$ cat src/rtl/mem_arb_pkg.sv
// Shared encodings for the IFU/LSU memory arbiter: FSM state and transaction owner.
package mem_arb_pkg;

    typedef enum logic [1:0] {
        IDLE = 2'd0,
        REQ  = 2'd1,
        WAIT = 2'd2
    } arb_state_e;

    typedef enum logic {
        IFU = 1'b0,
        LSU = 1'b1
    } arb_owner_e;

endpackage

$ cat src/rtl/arb_timer.sv
// Response watchdog: counts WAIT cycles without a memory response and flags
// when the count reaches TIMEOUT.
module arb_timer #(
    parameter int TIMEOUT = 255
) (
    input  logic clk,
    input  logic rst_n,
    input  logic i_clear,
    input  logic i_enable,
    output logic o_hit
);

    localparam int CNT_W = (TIMEOUT < 2) ? 1 : $clog2(TIMEOUT + 1);

    logic [CNT_W-1:0] r_cnt;

    always_ff @(posedge clk or negedge rst_n) begin
        if (!rst_n) begin
            r_cnt <= '0;
        end else if (i_clear) begin
            r_cnt <= '0;
        end else if (i_enable && !o_hit) begin
            r_cnt <= r_cnt + 1'b1;
        end
    end

    assign o_hit = (r_cnt == CNT_W'(TIMEOUT));

endmodule

$ cat src/rtl/mem_arbiter.sv
// Two-requester (IFU, LSU) arbiter for a single shared memory port with one
// outstanding transaction, LSU-priority with IFU anti-starvation and a response timeout.
module mem_arbiter
    import mem_arb_pkg::*;
#(
    parameter int ADDR_W     = 32,
    parameter int DATA_W     = 32,
    parameter int LSU_STREAK = 4,
    parameter int TIMEOUT    = 255
) (
    input  logic                clk,
    input  logic                rst_n,
    input  logic                ifu_req_valid,
    output logic                ifu_req_ready,
    input  logic [ADDR_W-1:0]   ifu_addr,
    input  logic                lsu_req_valid,
    output logic                lsu_req_ready,
    input  logic [ADDR_W-1:0]   lsu_addr,
    input  logic                lsu_wen,
    input  logic [DATA_W-1:0]   lsu_wdata,
    input  logic [DATA_W/8-1:0] lsu_wmask,
    output logic                mem_req_valid,
    input  logic                mem_req_ready,
    output logic [ADDR_W-1:0]   mem_addr,
    output logic                mem_wen,
    output logic [DATA_W-1:0]   mem_wdata,
    output logic [DATA_W/8-1:0] mem_wmask,
    input  logic                mem_rsp_valid,
    input  logic [DATA_W-1:0]   mem_rdata,
    output logic                ifu_rsp_valid,
    output logic                lsu_rsp_valid,
    output logic [DATA_W-1:0]   rsp_rdata,
    output logic                rsp_err
);

    localparam int STRK_W = (LSU_STREAK < 2) ? 1 : $clog2(LSU_STREAK + 1);

    arb_state_e           r_state;
    arb_owner_e           r_owner;
    logic [STRK_W-1:0]    r_streak;
    logic [ADDR_W-1:0]    r_addr;
    logic                 r_wen;
    logic [DATA_W-1:0]    r_wdata;
    logic [DATA_W/8-1:0]  r_wmask;
    logic                 r_mem_req_valid;

    logic w_idle;
    logic w_wait;
    logic w_streak_full;
    logic w_grant_lsu;
    logic w_grant_ifu;
    logic w_timer_clear;
    logic w_timer_en;
    logic w_timer_hit;
    logic w_rsp_ok;
    logic w_rsp_err;
    logic w_rsp;

    // rst_n gates the combinational readies so every output is 0 while reset is held.
    assign w_idle        = rst_n && (r_state == IDLE);
    assign w_wait        = (r_state == WAIT);
    assign w_streak_full = (r_streak == STRK_W'(LSU_STREAK));
    assign w_grant_lsu   = w_idle && lsu_req_valid && !(ifu_req_valid && w_streak_full);
    assign w_grant_ifu   = w_idle && ifu_req_valid && !w_grant_lsu;

    assign w_timer_clear = (r_state == REQ) && mem_req_ready;
    assign w_timer_en    = w_wait && !mem_rsp_valid;

    // A real response wins over a timeout landing in the same cycle.
    assign w_rsp_ok  = w_wait && mem_rsp_valid;
    assign w_rsp_err = w_wait && !mem_rsp_valid && w_timer_hit;
    assign w_rsp     = w_rsp_ok || w_rsp_err;

    arb_timer #(
        .TIMEOUT (TIMEOUT)
    ) u_timer (
        .clk      (clk),
        .rst_n    (rst_n),
        .i_clear  (w_timer_clear),
        .i_enable (w_timer_en),
        .o_hit    (w_timer_hit)
    );

    always_ff @(posedge clk or negedge rst_n) begin
        if (!rst_n) begin
            r_state         <= IDLE;
            r_owner         <= IFU;
            r_streak        <= '0;
            r_addr          <= '0;
            r_wen           <= 1'b0;
            r_wdata         <= '0;
            r_wmask         <= '0;
            r_mem_req_valid <= 1'b0;
        end else begin
            case (r_state)
                IDLE: begin
                    if (w_grant_lsu) begin
                        r_owner         <= LSU;
                        r_addr          <= lsu_addr;
                        r_wen           <= lsu_wen;
                        r_wdata         <= lsu_wdata;
                        r_wmask         <= lsu_wmask;
                        r_state         <= REQ;
                        r_mem_req_valid <= 1'b1;
                        if (ifu_req_valid && !w_streak_full) begin
                            r_streak <= r_streak + 1'b1;
                        end
                    end else if (w_grant_ifu) begin
                        r_owner         <= IFU;
                        r_addr          <= ifu_addr;
                        r_wen           <= 1'b0;
                        r_wdata         <= '0;
                        r_wmask         <= '0;
                        r_streak        <= '0;
                        r_state         <= REQ;
                        r_mem_req_valid <= 1'b1;
                    end
                end
                REQ: begin
                    if (mem_req_ready) begin
                        r_state         <= WAIT;
                        r_mem_req_valid <= 1'b0;
                    end
                end
                WAIT: begin
                    if (w_rsp) begin
                        r_state <= IDLE;
                    end
                end
                default: begin
                    r_state         <= IDLE;
                    r_mem_req_valid <= 1'b0;
                end
            endcase
        end
    end

    assign ifu_req_ready = w_grant_ifu;
    assign lsu_req_ready = w_grant_lsu;

    assign mem_req_valid = r_mem_req_valid;
    assign mem_addr      = r_addr;
    assign mem_wen       = r_wen;
    assign mem_wdata     = r_wdata;
    assign mem_wmask     = r_wmask;

    assign ifu_rsp_valid = w_rsp && (r_owner == IFU);
    assign lsu_rsp_valid = w_rsp && (r_owner == LSU);
    assign rsp_err       = w_rsp_err;
    assign rsp_rdata     = w_rsp_ok ? mem_rdata : '0;

endmodule

$ cat config.mk
export PLATFORM = sky130hd
export DESIGN_NAME = mem_arbiter
export DESIGN_NICKNAME = d
export VERILOG_FILES = /design/src/rtl/mem_arb_pkg.sv /design/src/rtl/arb_timer.sv /design/src/rtl/mem_arbiter.sv
export SDC_FILE = /design/constraint.sdc
export NUM_CORES = 1
export LEC_CHECK = 0
export CAP_MARGIN = 20
export CORE_ASPECT_RATIO = 0.5
export CORE_MARGIN = 3
export CORE_UTILIZATION = 50
export DETAILED_ROUTE_END_ITERATION = 7
export DONT_BUFFER_PORTS = 1
export PLACE_DENSITY = 0.62
export SETUP_SLACK_MARGIN = 0.05
export SLEW_MARGIN = 25
export SYNTH_ARGS = -nofsm -noshare
export SYNTH_HDL_FRONTEND = slang
export SYNTH_SLANG_ARGS = --single-unit
$ cat constraint.sdc
create_clock -name clk -period 1.9 [get_ports clk]
set_input_delay 0.285 -clock clk [delete_from_list [all_inputs] [get_ports clk]]
set_output_delay 0.285 -clock clk [all_outputs]
set_load 0.01 [all_outputs]
## Yosys cells after proc, flatten, opt, wreduce, memory -nomap -nowiden

Cells that the tools add are included.

- $add $sub $neg: 2
- Equal/unequal tests: 8
- Muxes and demuxes: 24
- Bitwise logic cells: 2
- Reductions and logical operators: 27

Operators with widths:

| operator | count |
|---|---|
| 2-to-1 mux 32 bit | 5 |
| 2-to-1 mux 8 bit | 2 |
| logical AND 1 bit | 14 |
| 2-to-1 mux 3 bit | 3 |
| AND reduction 3 bit | 3 |
| adder 8 x 1 -> 8 bit (second input constant) | 1 |
| equality test 8 bit (second input constant) | 1 |
| 2-to-1 mux 2 bit | 4 |
| 2-to-1 mux 4 bit | 2 |
| 2-to-1 mux 1 bit | 6 |
| one-hot mux 2 bit (3 select lines) | 1 |
| logical NOT 1 bit | 5 |
| inequality test 2 x 1 -> 1 bit (second input constant) | 2 |
| nonzero test 2 bit | 2 |
| adder 3 x 1 -> 3 bit (second input constant) | 1 |
| equality test 3 bit (second input constant) | 1 |
| inequality test 3 bit (second input constant) | 1 |
| one-hot mux 1 bit (3 select lines) | 1 |
| equality test 2 x 1 -> 1 bit (second input constant) | 1 |
| equality test 2 bit (second input constant) | 1 |
| logical NOT 2 bit | 1 |
| inequality test 2 bit (second input constant) | 1 |
| NOT 1 bit | 2 |
| AND reduction 2 bit | 1 |
| logical OR 1 bit | 1 |

- Flip-flop bits (word level): 84
- Input bits: 139
- Output and inout bits: 107
- Logic and storage cells: 72

## Logic depth before layout (Yosys ltp)

- Word-level depth: 9
- Mapped depth: 7
- Depth with buffers taken out: 6

## By module

From an unflattened synthesis, not the netlist that was laid out.

- Cells, all modules: 399
- Area total of the unflattened synthesis: 4062.6 µm²

By module, submodules not included:

| module | instances | cells an instance | area each (µm²) | sequential area each (µm²) |
|---|---|---|---|---|
| mem_arbiter | 1 | 352 | 3593.4 | 1901.8 |
| arb_timer | 1 | 47 | 469.2 | 200.2 |

## Worst setup path after synthesis

No wires, ideal clock.

- Path kind: register to output
- Start point: register u_timer.r_cnt[0]
- End point: output rsp_err
- Arrival: 1433 ps
- Required time: 1615 ps
- Setup slack: 182 ps
- Cell stages (with the launch flop): 4
- Cell sequence: dfrtp_1 ha_1 or4bb_1 nor3_1

- Word-level cells in the longest chain between the ends: 2

Ends and longest elaborated chain:

| item | RTL line | RTL |
|---|---|---|
| start, declared | arb_timer.sv:15 | `logic [CNT_W-1:0] r_cnt;` |
| start signal, assigned | arb_timer.sv:23 | `r_cnt <= r_cnt + 1'b1;` |
| equality test 8 bit | arb_timer.sv:27 | `assign o_hit = (r_cnt == CNT_W'(TIMEOUT));` |
| logical AND 1 bit | mem_arbiter.sv:71 | `assign w_rsp_err = w_wait && !mem_rsp_valid && w_timer_hit;` |
| end, declared | mem_arbiter.sv:33 | `output logic rsp_err` |

No other way between the ends.

## Worst setup path in the final report

- Start point: register u_timer.r_cnt[1]
- End point: output rsp_err

The elaborated chain is that of the path after synthesis.

==> key figures <==
Setup path
  • R2R setup slack: 0.18 ns
  • Crit path required time: 1.62 ns
  • CP Class: reg2out
  • Critical Path Max Stage Delay: 0.48 ns
  • Crit path max-delay family: simple AND/OR/NAND/NOR gates
  • Startpoint Class: register
  • CP bufs+invs: 1
  • Cells along the critical path: ha_2 > or4bb_4 > nor3_4 > buf_6
  • Max FO, Critical Path: 3
  • Slowest-stage cell, CP: or4bb_4
  • Worst setup EP type: primary output
  • Worst EP arrival: 1.70 ns

Logic synthesis
  • Synth area leader: dfrtp_1
  • Post-synthesis cell area: 4000 sq um
  • Register area share after synthesis: 52.5%
  • Synth async-reset ratio: 100%
  • Syn Inst Count: 380
  • Yosys warns: 0
  • Synth cell types: 36
  • Top cells by area, synth: dfrtp_1 (53%), a22o_1 (8.5%), mux2i_1 (8.5%)
  • Share of the synthesized area in the top cell type: 52.5%
  • Syn Area/Cell: 10.5 sq um
  • Count of flip-flops with a built-in enable after synthesis: 0
  • Mapped Nets: 522
  • Synth Register Bits: 84
  • Top_reg_cell synth: dfrtp_1

Placed design
  • # port buffers: 0
  • Place WS: 0.105 ns
  • GP Congestion: 0.931
  • Post-Place Cells: 472
  • DPL Wire Length: 8000 um
  • Dpl cell area: 4120 sq um

Timing
  • WHS: -0.347 ns
  • Min Tclk post-route: 1.99 ns
  • Slew headroom: 69.2%
  • Final Cycle Share: 105%
  • Final setup vio count: 1
  • Worst setup margin: -0.0871 ns
  • Max Slew Vio Count: 0
  • Max Freq: 0.503 GHz
  • Layout Skew: 0.00874 ns
  • Final hold vios: 84
  • RSZ-0062 raised after global routing: true
  • Least-Margin Pin Slew: 0.458 ns

Clock network
  • Clk sinks: 84
  • CTS Root Cell: clkbuf_16
  • CTS tree: built
  • Clock slew at reported path FFs: 0.06 ns
  • Htree depth: 3
  • CTS Buf Count: 9
  • CTS max path bufs: 2
  • Clk_lat worst skew: 0.33 ns

Floorplan
  • Row Count: 22
  • Die H: 69.3 um
  • Boundary pin count: 246
  • Initial Util: 53.1%
  • Die W: 133 um
  • Die ar.: 9180 sq um
  • Core area: 7540 sq um

Cells and area
  • Layout area overhead: 13.6%
  • Commonest non-fill, non-tap cells in the layout: dfrtp_1 (82), nor2_1 (39), a22o_1 (39)
  • Nets: 521
  • Commonest non-fill, non-tap cell in the layout: dfrtp_1
  • Post-layout util: 60.3%
  • Final instance area: 4550 sq um
  • Fillers: 617
  • Share of cells above drive strength 1: 11.7%
  • Final cell count without fillers: 494

Drt
  • DRC: 0
  • Routed vias: 3,027
  • Routed Antenna Nets: 0
  • Number of DRC markers in iteration 0: 173
  • WL final: 11,100 um
  • DR pass1 iterations: 4
  • Per-cell routed wire length: 22.4 um
  • Vias per cell: 6.13

Global routing
  • Vias in the first global route: 2,927
  • Initial antenna violation count: 2
  • First-pass GRT wire length: 16,800 um
  • Grt ovf: 0
  • Largest net degree at the start of global routing: 86
  • Tot GR Track Use: 23.2%

Status
  • Violated checks: hold timing, setup timing
  • Status: finished with violations

Worst hold path
  • Min-Delay Path Class: in2async

Pwr
  • Max VDD drop: 699 uV
  • Leakage: 2.18 nW
  • PD cells: 1610 nW/um^2

Run
  • Max cap viols: 0
==> Yosys cell counts (2+ instances only) <==
cell type   n
buf_4       2
clkbuf_4    2
o21ai_0     7
ha_1        3
mux2i_1    34
nor3_1      3
buf_2       7
dfrtp_1    84
a22o_1     39
a21oi_1    33
nor2_1     41
nand4_1     3
inv_1       6
and3_1     33
clkbuf_1   15
nand2b_1   34
nand3_1     6
nand2_1    10
==> cell type report <==
cell class,instances,area (sq um),area share [%]
sequential,84,2100,46.3
clock inverter,4,97.6,2.15
inverter,6,22.5,0.495
multi-input combinational,263,1800,39.5
timing repair buffer,15,149,3.28
tap,108,135,2.97
clock buffer,12,236,5.20
antenna,2,5.00,0.110
==> metal layers <==
layer | GRT usage [%] | part of all wire [%] | wire length, um
met2 | 41.6 | 51 | 5680
met3 | 8.19 | 8.9 | 988
met4 | 7.26 | 2.1 | 237
met1 | 26.0 | 38 | 4160
met5 | 0 | 0 | 0
==> worst paths after layout <==
path,from,endpoint,cells past startpoint
max,u_timer.r_cnt[1],rsp_err,4
min,rst_n,mem_addr[31],0
max reg2reg,u_timer.r_cnt[1],u_timer.r_cnt[6],5
min reg2reg,r_streak[1],r_streak[1],1
max in group asynchronous,rst_n,r_state[1],0
min in group clk,mem_req_ready,r_state[0],1
==> flip-flops by register name, summed over array words and instances, names as in the netlist <==
signal and cells:
mem_addr 32, mem_req_valid 1, mem_wdata 32, mem_wen 1, mem_wmask 4, r_owner 1, r_state 2, r_streak 3
u_timer.r_cnt 8
==> timing repair <==
action,4_1_cts,5_1_grt
setup endpoints to repair,14,25
pin swaps,4,1
buffers inserted,4,0
gates resized for setup,9,9
hold endpoints to repair,84,84
==> metrics by stage <==
step,total power [mW],TNS [ns]
after detailed placement,5.32,0
after floorplan,4.78,0
final,7.31,-0.0871
after global placement,5.22,0
after CTS,7.35,-0.112
after global routing,7.72,-0.205
==> worst register-to-register path, delay by kind of cell, from the launching register on <==
| kind | cells | cell delay, ns |
|---|---|---|
| AND/OR/NAND/NOR | 3 | 0.82 |
| flip-flops | 1 | 0.39 |
| adder cells (fa/ha/maj) | 1 | 0.22 |
| buffers and inverters | 1 | 0.17 |
==> logic make-up (layout without fill, tap and decap cells) <==
family                     Yosys count  in the layout  share of synthesized area (%)
and+or+nand+nor                    138            138                           18.8
adders and majority gates            3              3                          0.938
AOI/OAI and AO/OA                   87             87                           15.1
DFF                                 84             84                           52.5
other                                0              2                              0
muxes                               35             35                           8.79
buffers and inverters               33             37                           3.88
==> power by group <==
| group | leakage, nW | internal (mW) | switching [mW] |
|---|---|---|---|
| logic | 1.01 | 0.849 | 0.892 |
| registers | 1.02 | 2.60 | 1.03 |
| clock network | 0.157 | 1.29 | 0.657 |
| total | 2.18 | 4.73 | 2.58 |
No activity file was read; power rests on OpenSTA's default activity.
